File: config.mk
export PLATFORM = sky130hd
export DESIGN_NAME = ad_emu
export DESIGN_NICKNAME = d
export VERILOG_FILES = /design/src/rtl/ad_emu.sv
export SDC_FILE = /design/constraint.sdc
export NUM_CORES = 1
export LEC_CHECK = 0
export BUFFER_PORTS_ARGS = -buffer_cell sky130_fd_sc_hd__clkbuf_2
export CAP_MARGIN = 20
export CORE_UTILIZATION = 30
export CTS_BUF_LIST = sky130_fd_sc_hd__clkbuf_2 sky130_fd_sc_hd__clkbuf_4 sky130_fd_sc_hd__clkbuf_8
export CTS_CLUSTER_DIAMETER = 50
export CTS_CLUSTER_SIZE = 16
export DETAILED_ROUTE_END_ITERATION = 10
export PLACE_DENSITY = 0.53
export SLEW_MARGIN = 20
export SYNTH_ARGS = -nofsm -noshare
export SYNTH_HDL_FRONTEND = slang
export SYNTH_SLANG_ARGS = --single-unit
File: constraint.sdc
create_clock -name clk_sys -period 3.3 [get_ports clk_sys]
set_input_delay 0.66 -clock clk_sys [delete_from_list [all_inputs] [get_ports clk_sys]]
set_output_delay 0.66 -clock clk_sys [all_outputs]
set_load 0.01 [all_outputs]
File: src/rtl/ad_emu.sv
// ADC serial-device emulator: serves generated sample words MSB-first on sdata, timed by the master's cs_n/sclk.
// Optional AD_EMU_NOISE_EN adds a 16-bit LFSR whose low 3 bits dither the loaded word.
module ad_emu #(
  parameter int unsigned DATA_W      = 16,
  parameter int unsigned LEAD_ZEROS  = 4,
  parameter int unsigned SYNC_STAGES = 2
) (
  input  logic              clk_sys,
  input  logic              rst_n,
  input  logic              cs_n,
  input  logic              sclk,
  output logic              sdata,
  input  logic [1:0]        mode,
  input  logic [DATA_W-1:0] const_data,
  input  logic [DATA_W-1:0] ramp_step,
  output logic              busy,
  output logic              frame_done,
  output logic              err_short,
  output logic [15:0]       frame_cnt
);

  localparam int unsigned N      = LEAD_ZEROS + DATA_W;
  localparam int unsigned CNT_W  = $clog2(N + 1);
  localparam int unsigned FILL_W = $clog2(SYNC_STAGES + 1);

  typedef enum logic [1:0] {IDLE, SHIFT, TAIL} state_t;

  state_t              state_q, state_d;
  logic [SYNC_STAGES-1:0] cs_sync, sclk_sync;
  logic                cs_prev, sclk_prev;
  logic [FILL_W-1:0]   fill_q;
  logic                armed_q;
  logic [N-1:0]        shreg_q, shreg_d;
  logic [CNT_W-1:0]    bit_cnt_q, bit_cnt_d;
  logic [DATA_W-1:0]   acc_q, acc_d;
  logic                alt_q, alt_d;
  logic [1:0]          fmode_q, fmode_d;
  logic [DATA_W-1:0]   fstep_q, fstep_d;
  logic                sdata_d, frame_done_d, err_short_d;
  logic [15:0]         frame_cnt_d;
  logic [DATA_W-1:0]   word_c;
  logic [N-1:0]        load_c;
  logic                cs_s, sclk_s, filled_c;
  logic                cs_fall_c, cs_rise_c, sclk_fall_c, last_c;

  assign cs_s        = cs_sync[SYNC_STAGES-1];
  assign sclk_s      = sclk_sync[SYNC_STAGES-1];
  assign filled_c    = (fill_q == FILL_W'(SYNC_STAGES));
  // A fall only counts once cs_n has been seen high after reset, so a held-low cs_n is not a frame.
  assign cs_fall_c   = cs_prev & ~cs_s & armed_q;
  assign cs_rise_c   = ~cs_prev & cs_s;
  assign sclk_fall_c = sclk_prev & ~sclk_s;
  assign last_c      = (bit_cnt_q == CNT_W'(N - 1));

  // Synchronizers, edge-detect registers and post-reset arming.
  always_ff @(posedge clk_sys) begin
    if (!rst_n) begin
      cs_sync   <= '1;
      sclk_sync <= '1;
      cs_prev   <= 1'b1;
      sclk_prev <= 1'b1;
      fill_q    <= '0;
      armed_q   <= 1'b0;
    end else begin
      cs_sync   <= SYNC_STAGES'({cs_sync, cs_n});
      sclk_sync <= SYNC_STAGES'({sclk_sync, sclk});
      cs_prev   <= cs_s;
      sclk_prev <= sclk_s;
      fill_q    <= filled_c ? fill_q : fill_q + FILL_W'(1);
      armed_q   <= armed_q | (filled_c & cs_s);
    end
  end

`ifdef AD_EMU_NOISE_EN
  logic [15:0] lfsr_q, lfsr_d;
`endif

  // Frame word chosen at the cs_n fall.
  always_comb begin
    word_c = const_data;
    case (mode)
      2'b01:   word_c = acc_q;
      2'b10:   word_c = alt_q ? ~const_data : const_data;
      default: word_c = const_data;
    endcase
`ifdef AD_EMU_NOISE_EN
    word_c = word_c ^ DATA_W'(lfsr_q[2:0]);
`endif
    load_c = N'(word_c);
  end

  always_comb begin
    state_d      = state_q;
    shreg_d      = shreg_q;
    bit_cnt_d    = bit_cnt_q;
    sdata_d      = sdata;
    frame_done_d = 1'b0;
    err_short_d  = 1'b0;
    frame_cnt_d  = frame_cnt;
    acc_d        = acc_q;
    alt_d        = alt_q;
    fmode_d      = fmode_q;
    fstep_d      = fstep_q;
`ifdef AD_EMU_NOISE_EN
    lfsr_d       = lfsr_q;
`endif
    case (state_q)
      IDLE: begin
        sdata_d = 1'b0;
        if (cs_fall_c) begin
          shreg_d   = load_c;
          sdata_d   = load_c[N-1];
          bit_cnt_d = '0;
          fmode_d   = mode;
          fstep_d   = ramp_step;
          state_d   = SHIFT;
        end
      end
      SHIFT: begin
        // Completion beats a simultaneous cs_n rise; the rise then skips TAIL.
        if (sclk_fall_c && last_c) begin
          sdata_d      = 1'b0;
          frame_done_d = 1'b1;
          frame_cnt_d  = frame_cnt + 16'd1;
          if (fmode_q == 2'b01) acc_d = acc_q + fstep_q;
          if (fmode_q == 2'b10) alt_d = ~alt_q;
`ifdef AD_EMU_NOISE_EN
          lfsr_d = {lfsr_q[0] ^ lfsr_q[2] ^ lfsr_q[3] ^ lfsr_q[5], lfsr_q[15:1]};
`endif
          state_d = cs_rise_c ? IDLE : TAIL;
        end else if (cs_rise_c) begin
          sdata_d     = 1'b0;
          err_short_d = 1'b1;
          state_d     = IDLE;
        end else if (sclk_fall_c) begin
          shreg_d   = {shreg_q[N-2:0], 1'b0};
          sdata_d   = shreg_q[N-2];
          bit_cnt_d = bit_cnt_q + CNT_W'(1);
        end
      end
      TAIL: begin
        sdata_d = 1'b0;
        if (cs_rise_c) state_d = IDLE;
      end
      default: begin
        sdata_d = 1'b0;
        state_d = IDLE;
      end
    endcase
  end

  always_ff @(posedge clk_sys) begin
    if (!rst_n) begin
      state_q    <= IDLE;
      shreg_q    <= '0;
      bit_cnt_q  <= '0;
      acc_q      <= '0;
      alt_q      <= 1'b0;
      fmode_q    <= 2'b00;
      fstep_q    <= '0;
      sdata      <= 1'b0;
      busy       <= 1'b0;
      frame_done <= 1'b0;
      err_short  <= 1'b0;
      frame_cnt  <= '0;
`ifdef AD_EMU_NOISE_EN
      lfsr_q     <= 16'hACE1;
`endif
    end else begin
      state_q    <= state_d;
      shreg_q    <= shreg_d;
      bit_cnt_q  <= bit_cnt_d;
      acc_q      <= acc_d;
      alt_q      <= alt_d;
      fmode_q    <= fmode_d;
      fstep_q    <= fstep_d;
      sdata      <= sdata_d;
      busy       <= (state_d != IDLE);
      frame_done <= frame_done_d;
      err_short  <= err_short_d;
      frame_cnt  <= frame_cnt_d;
`ifdef AD_EMU_NOISE_EN
      lfsr_q     <= lfsr_d;
`endif
    end
  end

endmodule

==> impl_metrics.toml, run 1 <==
[status]
outcome = "finished, violations left"
violations = "DRC"

[power_and_ir_drop]
switching_share = 0.251
leakage_nw = 2.07
vdd_drop_max_uv = 268
internal-power_mw = 1.57
seq_power_share = 0.537
powerDensity_nw_per_um2 = 402
pwr-share-clk = 0.377
combPwrFrac = 0.087
p_sw_mw = 0.528

[worst_hold_path]
hold_path.class = "reg -> reg"
min_from = "sclk_sync[0]$_SDFF_PN1_"
holdPathStages = 1
hold_end = "sclk_sync[1]$_SDFF_PN1_"

[global_routing]
grt_start_max_net_pins = 51
grt_pass1_vias = 3763
grtUsageTotal = 0.150
overflow = 0
grt_pass1_wl_mm = 18.7
antenna_found_initial = 0

[worst_setup_path]
reg2reg_slack_ns = 0.80
cp_max_fo = 26
path_buf_inv = 1
regToRegEndpoint = "shreg_q[3]$_SDFFE_PN0P_"
cp-start-kind = "register"
cp_top_family = "simple AND/OR/NAND/NOR gates"
cp_data_required_time_ns = 3.56
critical-path-max-stage-delay_ns = 0.56
path_cells = "ha_1 > nand4bb_4 > or3_1 > o21ai_2 > buf_4 > a211oi_1 > a21oi_1 > nor2_1"
r2r-start = "bit_cnt_q[0]$_SDFFE_PN0P_"
slowest_stage = "or3_1"
rr_worst_depth = 8
crit_type = "reg -> reg"
cp.arrival_ns = 2.76
worstSetupEndpointType = "register"

[layout]
fin_area_sq_um = 5230
areaGrowthSynthToFinish_pct = 14.5
final_cell_count_no_fill = 803
drive_gt1_frac = 0.141
final_cell_mix = "nand2_1, dfxtp_1, nor2_1, clkbuf_2, a21oi_1"
diodes = 0
nNetsFinal = 673
layout_commonest_cell = "nand2_1"

[job]
cap_violations = 0

[routing]
vias = 4026
routed_wl_mm = 11.1
wl_per_cell_um = 13.8
ant_nets = 0
drt-pass1-iter-count = 7
drcViolationCount = 5
drt_iter0_markers = 171
vias_per_cell = 5.01

[synthesis]
ys_seq_area_frac = 0.394
synthFlopType = "dfxtp_1"
yosys_warnings = 0
synth-edff-count = 0
syn-cell-area_sq_um = 4570
netlist_instances = 567
synth_cell_type_count = 54
ys_async_sr_fraction = 0
ys_ff_latch = 90
avgSynthCellArea_sq_um = 8.06
syn-num-nets = 626

[placement]
dp.cells = 787
dp_hpwl_mm = 8.01
place.gp.congestion = 0.826
placed_area_sq_um = 5030
portBuffers = 57

[cts]
ctsResizeCount = 0
clock_latency_ns = 0.38
cts_root_buf = "clkbuf_8"
cts_setup_buffers = 0
cts-hold-fix-buffers = 0
cts_tree = "done"
cts_buffers = 9
cts.sinks = 90
cts_buffer_depth = 2
cts_max_level = 3
clk_pin_slew_ns = 0.09

[die]
fp.dieH_um = 125
rows = 44
die-area_sq_um = 15700
coreArea_sq_um = 14700
pin_count = 58
start_util = 0.311
die-width_um = 125

[timing]
relSlewSlack = 0.351
setup-violations-final = 0
drv_slew = 0
post-route-period-util = 0.757
period_minus_slack_ns = 2.50
fmax_ghz = 0.401
timing.hold.ws_ns = 0.411
rsz0062_at_grt = "false"
worstMarginPinSlew_ns = 0.967
hold_viol = 0
clock_skew_ns = 0.0111
fin_tns_setup_ns = 0
[sequential cells by signal, indices dropped and copies added, names as in the netlist]
signal	flops
shreg_q	19
acc_q	16
frame_cnt	16
fstep_q	16
bit_cnt_q	5
cs_sync	2
fill_q	2
fmode_q	2
sclk_sync	2
state_q	2
alt_q	1
armed_q	1
busy	1
cs_prev	1
err_short	1
frame_done	1
sclk_prev	1
sdata	1
[power groups by stage]
| stage | clock (mW) | sequential [mW] | combinational, mW |
|---|---|---|---|
| floorplan | 0 | 1.15 | 0.126 |
| global placement | 0 | 1.15 | 0.180 |
| detailed placement | 0 | 1.15 | 0.185 |
| CTS | 0.830 | 1.13 | 0.186 |
| global route | 0.863 | 1.13 | 0.215 |
| finish | 0.791 | 1.13 | 0.182 |
[cells by family (layout without fill, tap and decap cells)]
logic type,count (synthesis),in the layout,share of synthesized area
flops,90,90,0.394
fa+ha+maj,21,21,0.0591
xor+xnor,26,26,0.0498
simple gates,237,237,0.246
mux,3,3,0.00657
buf+inv,39,91,0.0350
compound gates,151,151,0.209
[synthesized netlist by cell type, drive strengths merged (2+ instances only)]
library cell / number / area [sq um]
or3: 4 / 25.0
o21a: 3 / 22.5
o2111ai: 2 / 17.5
nand4b: 3 / 26.3
clkbuf: 22 / 82.6
nor3: 7 / 40.0
nand4: 4 / 25.0
o211a: 2 / 20.0
dfxtp: 90 / 1800
mux2i: 3 / 30.0
a22oi: 15 / 113
xor2: 15 / 131
ha: 20 / 250
a21oi: 43 / 215
nand2b: 14 / 87.6
nor2b: 4 / 25.0
o21ai: 34 / 174
nand3: 24 / 120
nand2: 92 / 345
buf: 8 / 43.8
and3: 6 / 37.5
a21boi: 19 / 143
a31oi: 3 / 18.8
nor2: 60 / 225
xnor2: 11 / 96.3
inv: 8 / 30.0
a211oi: 18 / 135
nand3b: 2 / 15.0
o211ai: 5 / 37.5
nor3b: 2 / 26.3
and2: 9 / 56.3
[stage by stage]
step,setup WS [ns],total power [mW],util
final,0.803,2.10,0.356
after global routing,0.599,2.21,0.356
after CTS,0.775,2.14,0.356
after detailed placement,0.642,1.34,0.342
after global placement,0.684,1.33,0.342
after floorplan,1.12,1.28,-
[worst max path at each step]
stage	to	startpoint	cells after the start	slack, ns
2_1_floorplan	shreg_q[10]$_SDFFE_PN0P_	mode[0]	9	1.12
3_3_place_gp	shreg_q[4]$_SDFFE_PN0P_	mode[0]	10	0.68
3_5_place_dp	shreg_q[14]$_SDFFE_PN0P_	mode[0]	10	0.64
4_1_cts	shreg_q[2]$_SDFFE_PN0P_	bit_cnt_q[0]$_SDFFE_PN0P_	8	0.78
5_1_grt	shreg_q[6]$_SDFFE_PN0P_	bit_cnt_q[0]$_SDFFE_PN0P_	8	0.60
6_report	shreg_q[3]$_SDFFE_PN0P_	bit_cnt_q[0]$_SDFFE_PN0P_	8	0.80
[worst reg2reg max path, delay by kind of cell, from the launching register on]
family	cells	cell delay, ns
buffers and inverters	1	0.31
AOI/OAI and AO/OA	3	0.65
adders and majority gates	1	0.27
DFF	1	0.40
and+or+nand+nor	3	0.76
[cell type report]
cell class                      count  area, sq um
Clock buffer                       12          153
Fill cell                        1581         9470
Inverter                            9         33.8
Tap cell                          184          230
Sequential cell                    90         1800
Multi-Input combinational cell    438         2610
Clock inverter                      4         51.3
Timing Repair Buffer               66          353
[metal layers]
metal / GRT usage / share of wire / up-vias
li1: - / - / 2078
met3: 0.0385 / 0.048 / 11
met1: 0.199 / 0.49 / 1843
met2: 0.238 / 0.45 / 94
met4: 0.0459 / 0.013 / 0
met5: 0 / 0 / -
Power figures use the tool's default switching activity.
==> inputs of run 2 (changes only) <==
Clock period 3.3 ns to 2.5 ns, I/O delays scaled along.
==> run 2 against run 1 <==
Effect of this change:
- clock skew fell by 0.0041 ns
- critical path depth decreased by 1
- non-clock buffer count up 3
- the run now ends clean
- via count fell by 0.57%
- sequential share of layout area fell by 0.29 points
- sequential power is 32% higher
- global-route usage decreased by 0.53 points
- wire length is 2.7% lower
- first-iteration DRC count up 4.7%
- fmax increased by 8.7%
- critical endpoint is now acc_q[8]$_SDFFE_PN0P_
- register-to-register slack worse by 0.60 ns
==> impl_metrics.toml, run 2 (synthesis results as in run 1) <==
[status]
outcome = "finished, final reports clean"

[layout]
top_register = "shreg_q"
fin_area_sq_um = 5280
largest_reg_flops = 19
drive_gt1_frac = 0.143
final_cell_mix = "nand2_1, dfxtp_1, nor2_1, clkbuf_2, a21oi_1"
final_cell_count_no_fill = 805
layout_commonest_cell = "nand2_1"
nNetsFinal = 676
diodes = 0
areaGrowthSynthToFinish_pct = 15.4

[cts]
cts_max_level = 3
cts-hold-fix-buffers = 0
clock_latency_ns = 0.38
cts_tree = "done"
cts_buffers = 9
cts_setup_buffers = 0
clk_pin_slew_ns = 0.08
ctsResizeCount = 0
cts_buffer_depth = 2
cts.sinks = 90
cts_root_buf = "clkbuf_8"

[global_routing]
grt_pass1_wl_mm = 18.1
grtUsageTotal = 0.145
antenna_found_initial = 0
overflow = 0
grt_pass1_vias = 3671
grt_start_max_net_pins = 55

[worst_hold_path]
holdPathStages = 2
hold_path.class = "in -> reg"

[routing]
wl_met2_mm = 4.61
routed_wl_mm = 10.8
vias = 4003
vias_per_cell = 4.97
top_layer = "met4"
ant_nets = 0
drt-pass1-iter-count = 7
drcViolationCount = 0
wl_per_cell_um = 13.4
drt-met1-wl_mm = 5.62
drt_iter0_markers = 179
dr_wl_met3_um = 363

[worst_setup_path]
cp.arrival_ns = 2.60
rr_worst_depth = 7
cp_max_fo = 11
path_cells = "ha_1 > nand4bb_4 > or3_1 > nor3b_4 > buf_4 > nand3_1 > o211ai_1"
crit_type = "reg -> reg"
worstSetupEndpointType = "register"
slowest_stage = "or3_1"
critical-path-max-stage-delay_ns = 0.53
cp-start-kind = "register"
cp_data_required_time_ns = 2.81

[timing]
clock_skew_ns = 0.00702
worstMarginPinSlew_ns = 0.527
setup-violations-final = 0
fin_tns_setup_ns = 0
setup_ws_ns = 0.203
drv_slew = 0
rsz0062_at_grt = "false"
relSlewSlack = 0.648
hold_viol = 0
timing.hold.ws_ns = 0.300
period_minus_slack_ns = 2.30
post-route-period-util = 0.919
fmax_ghz = 0.435

[die]
fp.dieH_um = 125
rows = 44
coreArea_sq_um = 14700
die-width_um = 125
start_util = 0.311
pin_count = 58
die-area_sq_um = 15700

[placement]
portBuffers = 57
dpl_worst_slack_ns = 0.211
dp.cells = 790
dp_hpwl_mm = 7.96
placed_area_sq_um = 5050
place.gp.congestion = 0.857

[power_and_ir_drop]
leakage_nw = 2.10
powerDensity_nw_per_um2 = 546
vdd_drop_max_uv = 202

[job]
cap_violations = 0
==> run 2: cell count changes in the layout (fill, tap and decap cells not counted), sizes merged <==
cell / previous run / this run
buf: 9 / 12
bufinv: 1 / 2
clkbuf: 69 / 68
clkinv: 3 / 2
clkinvlp: 1 / 0
inv: 8 / 9
==> run 2: final timing paths <==
path | start | end | slack [ns]
worst min register to register | sclk_sync[0]$_SDFF_PN1_ | sclk_sync[1]$_SDFF_PN1_ | 0.42
worst max-delay path | bit_cnt_q[0]$_SDFFE_PN0P_ | acc_q[8]$_SDFFE_PN0P_ | 0.20
worst max register to register | bit_cnt_q[0]$_SDFFE_PN0P_ | acc_q[8]$_SDFFE_PN0P_ | 0.20
worst min-delay path | sclk | sclk_sync[0]$_SDFF_PN1_ | 0.30
==> run 2: worst max-delay path, delay by kind of cell, from the launching register on <==
family	cells	cell delay (ns)
flip-flops	1	0.37
adder cells (fa/ha/maj)	1	0.24
AND/OR/NAND/NOR	4	1.18
buffers and inverters	1	0.25
AO/OA/AOI/OAI	1	0.17
==> run 2: routing by layer <==
metal	vias up	GRT usage
met3	17	0.0295
met2	83	0.219
met5	-	0
li1	2083	-
met4	0	0.0703
met1	1820	0.195
==> run 2: layout make-up <==
type                       instances  area (sq um)
fill                            1534          9420
timing repair buffer              69           375
sequential                        90          1800
clock buffer                      11           151
inverter                           9          33.8
tap                              184           230
clock inverter                     4          73.8
multi-input combinational        438          2610
==> run 2: through the flow <==
stage | total power [mW] | utilization
2_1_floorplan | 1.68 | -
3_3_place_gp | 1.76 | 0.344
3_5_place_dp | 1.77 | 0.344
4_1_cts | 2.92 | 0.359
5_1_grt | 3.01 | 0.359
6_report | 2.88 | 0.359
==> run 2: power breakdown <==
group          total (mW)  internal, mW  switching (mW)  leakage, nW
Combinational       0.249        0.0991           0.150         1.26
Sequential           1.49          1.47          0.0207        0.727
Clock                1.14         0.614           0.530        0.116
Total                2.88          2.18           0.700         2.10
==> inputs of run 3 (changes only) <==
Settings changed: CORE_ASPECT_RATIO from default to 1.4.
==> run 3 against run 2 <==
Effect of this change:
- die area hardly changed
- first-iteration DRC count is 12% lower
- flip-flop and latch count is the same
- final cell count increased by 1.5%
- critical endpoint is now acc_q[14]$_SDFFE_PN0P_
- largest power group unchanged
- highest routed layer unchanged
==> impl_metrics.toml, run 3 (synthesis results as in run 1) <==
[global_routing]
overflow = 0
antenna_found_initial = 0
grt_pass1_wl_mm = 18.6
grt_pass1_vias = 3907
grtUsageTotal = 0.148
grt_start_max_net_pins = 55

[worst_setup_path]
cp.arrival_ns = 2.59
cp_data_required_time_ns = 2.82
cp_max_fo = 3
startpoint = "acc_q[0]$_SDFFE_PN0P_"
rr_worst_depth = 8
regToRegEndpoint = "acc_q[14]$_SDFFE_PN0P_"
crit_path_end = "acc_q[14]$_SDFFE_PN0P_"
path_cells = "ha_1 > fa_1 > a21oi_1 > o21ai_0 > a31oi_2 > nor2_1 > or3_1 > nand3_1"
critical-path-max-stage-delay_ns = 0.40
reg2reg_slack_ns = 0.23
cp-start-kind = "register"
crit_type = "reg -> reg"
r2r-start = "acc_q[0]$_SDFFE_PN0P_"
slowest_stage = "fa_1"
worstSetupEndpointType = "register"

[layout]
final_cell_count_no_fill = 817
fin_util = 0.358
fin_area_sq_um = 5340
top_register = "shreg_q"
diodes = 0
drive_gt1_frac = 0.150
final_cell_mix = "nand2_1, dfxtp_1, nor2_1, clkbuf_2, a21oi_1"
layout_commonest_cell = "nand2_1"
largest_reg_flops = 19
areaGrowthSynthToFinish_pct = 16.9
n_fill_cell = 1573
nNetsFinal = 679

[timing]
drv_slew = 0
rsz0062_at_grt = "false"
setup_ws_ns = 0.229
worstMarginPinSlew_ns = 0.400
hold_viol = 0
timing.hold.ws_ns = 0.306
fin_tns_setup_ns = 0
fmax_ghz = 0.440
period_minus_slack_ns = 2.27
setup-violations-final = 0
post-route-period-util = 0.908
clock_skew_ns = 0.0102
relSlewSlack = 0.733

[die]
start_util = 0.306
coreArea_sq_um = 14900
pin_count = 58
die-area_sq_um = 15700
fp.dieH_um = 148
die-width_um = 106
rows = 53

[status]
outcome = "finished, final reports clean"

[power_and_ir_drop]
finalPower_mw = 2.88
vdd_drop_max_uv = 284
powerDensity_nw_per_um2 = 540
leakage_nw = 2.12

[placement]
dp.cells = 801
portBuffers = 57
dp_hpwl_mm = 8.41
placed_area_sq_um = 5110
dpl_worst_slack_ns = 0.172
place.gp.congestion = 0.864

[cts]
cts_tree = "done"
cts.sinks = 90
cts_buffer_depth = 2
cts_max_level = 3
cts_root_buf = "clkbuf_8"
clock_latency_ns = 0.38
cts_buffers = 9
cts-hold-fix-buffers = 0
clk_pin_slew_ns = 0.09

[routing]
drcViolationCount = 0
routed_wl_mm = 11.1
vias_per_cell = 4.88
drt-pass1-iter-count = 4
drt_iter0_markers = 158
wl_per_cell_um = 13.5
ant_nets = 0
vias = 3991

[job]
cap_violations = 0

[worst_hold_path]
hold_path.class = "in -> reg"
[run 3: timing repair]
item / CTS / global route
setup buffers: 0 / 0
gates resized for setup: 0 / 1
endpoints found under the setup margin: 0 / 1
[run 3: worst min-delay path by stage]
stage | from | endpoint | cells after the start | slack (ns)
6_report | cs_n | cs_sync[0]$_SDFF_PN1_ | 2 | 0.31
5_1_grt | cs_n | cs_sync[0]$_SDFF_PN1_ | 2 | 0.29
4_1_cts | cs_n | cs_sync[0]$_SDFF_PN1_ | 2 | 0.29
3_5_place_dp | cs_sync[0]$_SDFF_PN1_ | cs_sync[1]$_SDFF_PN1_ | 1 | 0.41
3_3_place_gp | cs_sync[0]$_SDFF_PN1_ | cs_sync[1]$_SDFF_PN1_ | 1 | 0.40
2_1_floorplan | cs_sync[0]$_SDFF_PN1_ | cs_sync[1]$_SDFF_PN1_ | 1 | 0.39
[run 3: critical path: cells and delay by family (launching register included)]
| family | cells | cell delay (ns) |
|---|---|---|
| flip-flops | 1 | 0.34 |
| AND/OR/NAND/NOR | 3 | 0.54 |
| adder cells (fa/ha/maj) | 2 | 0.63 |
| AO/OA/AOI/OAI | 3 | 0.71 |
[run 3: power by group]
| group | internal, mW | total [mW] | switching [mW] |
|---|---|---|---|
| combinational | 0.105 | 0.252 | 0.148 |
| sequential | 1.47 | 1.49 | 0.0201 |
| clock | 0.588 | 1.14 | 0.554 |
| total | 2.16 | 2.88 | 0.722 |
[run 3: per-layer routing]
metal  vias to the layer above  track usage  part of all wire  wire (um)
met4                         0       0.0715             0.025        271
met2                        54        0.241              0.47       5250
met5                         -            0                 0          0
met3                        20       0.0234             0.030        330
li1                       2087            -                 -          -
met1                      1830        0.190              0.47       5210
[run 3: layout make-up]
| cell class | count | area [sq um] | area share |
|---|---|---|---|
| inverter | 9 | 33.8 | 0.00632 |
| sequential | 90 | 1800 | 0.337 |
| tap | 192 | 240 | 0.0450 |
| timing repair buffer | 72 | 423 | 0.0792 |
| clock buffer | 10 | 131 | 0.0246 |
| clock inverter | 6 | 96.3 | 0.0180 |
| multi-input combinational | 438 | 2620 | 0.490 |
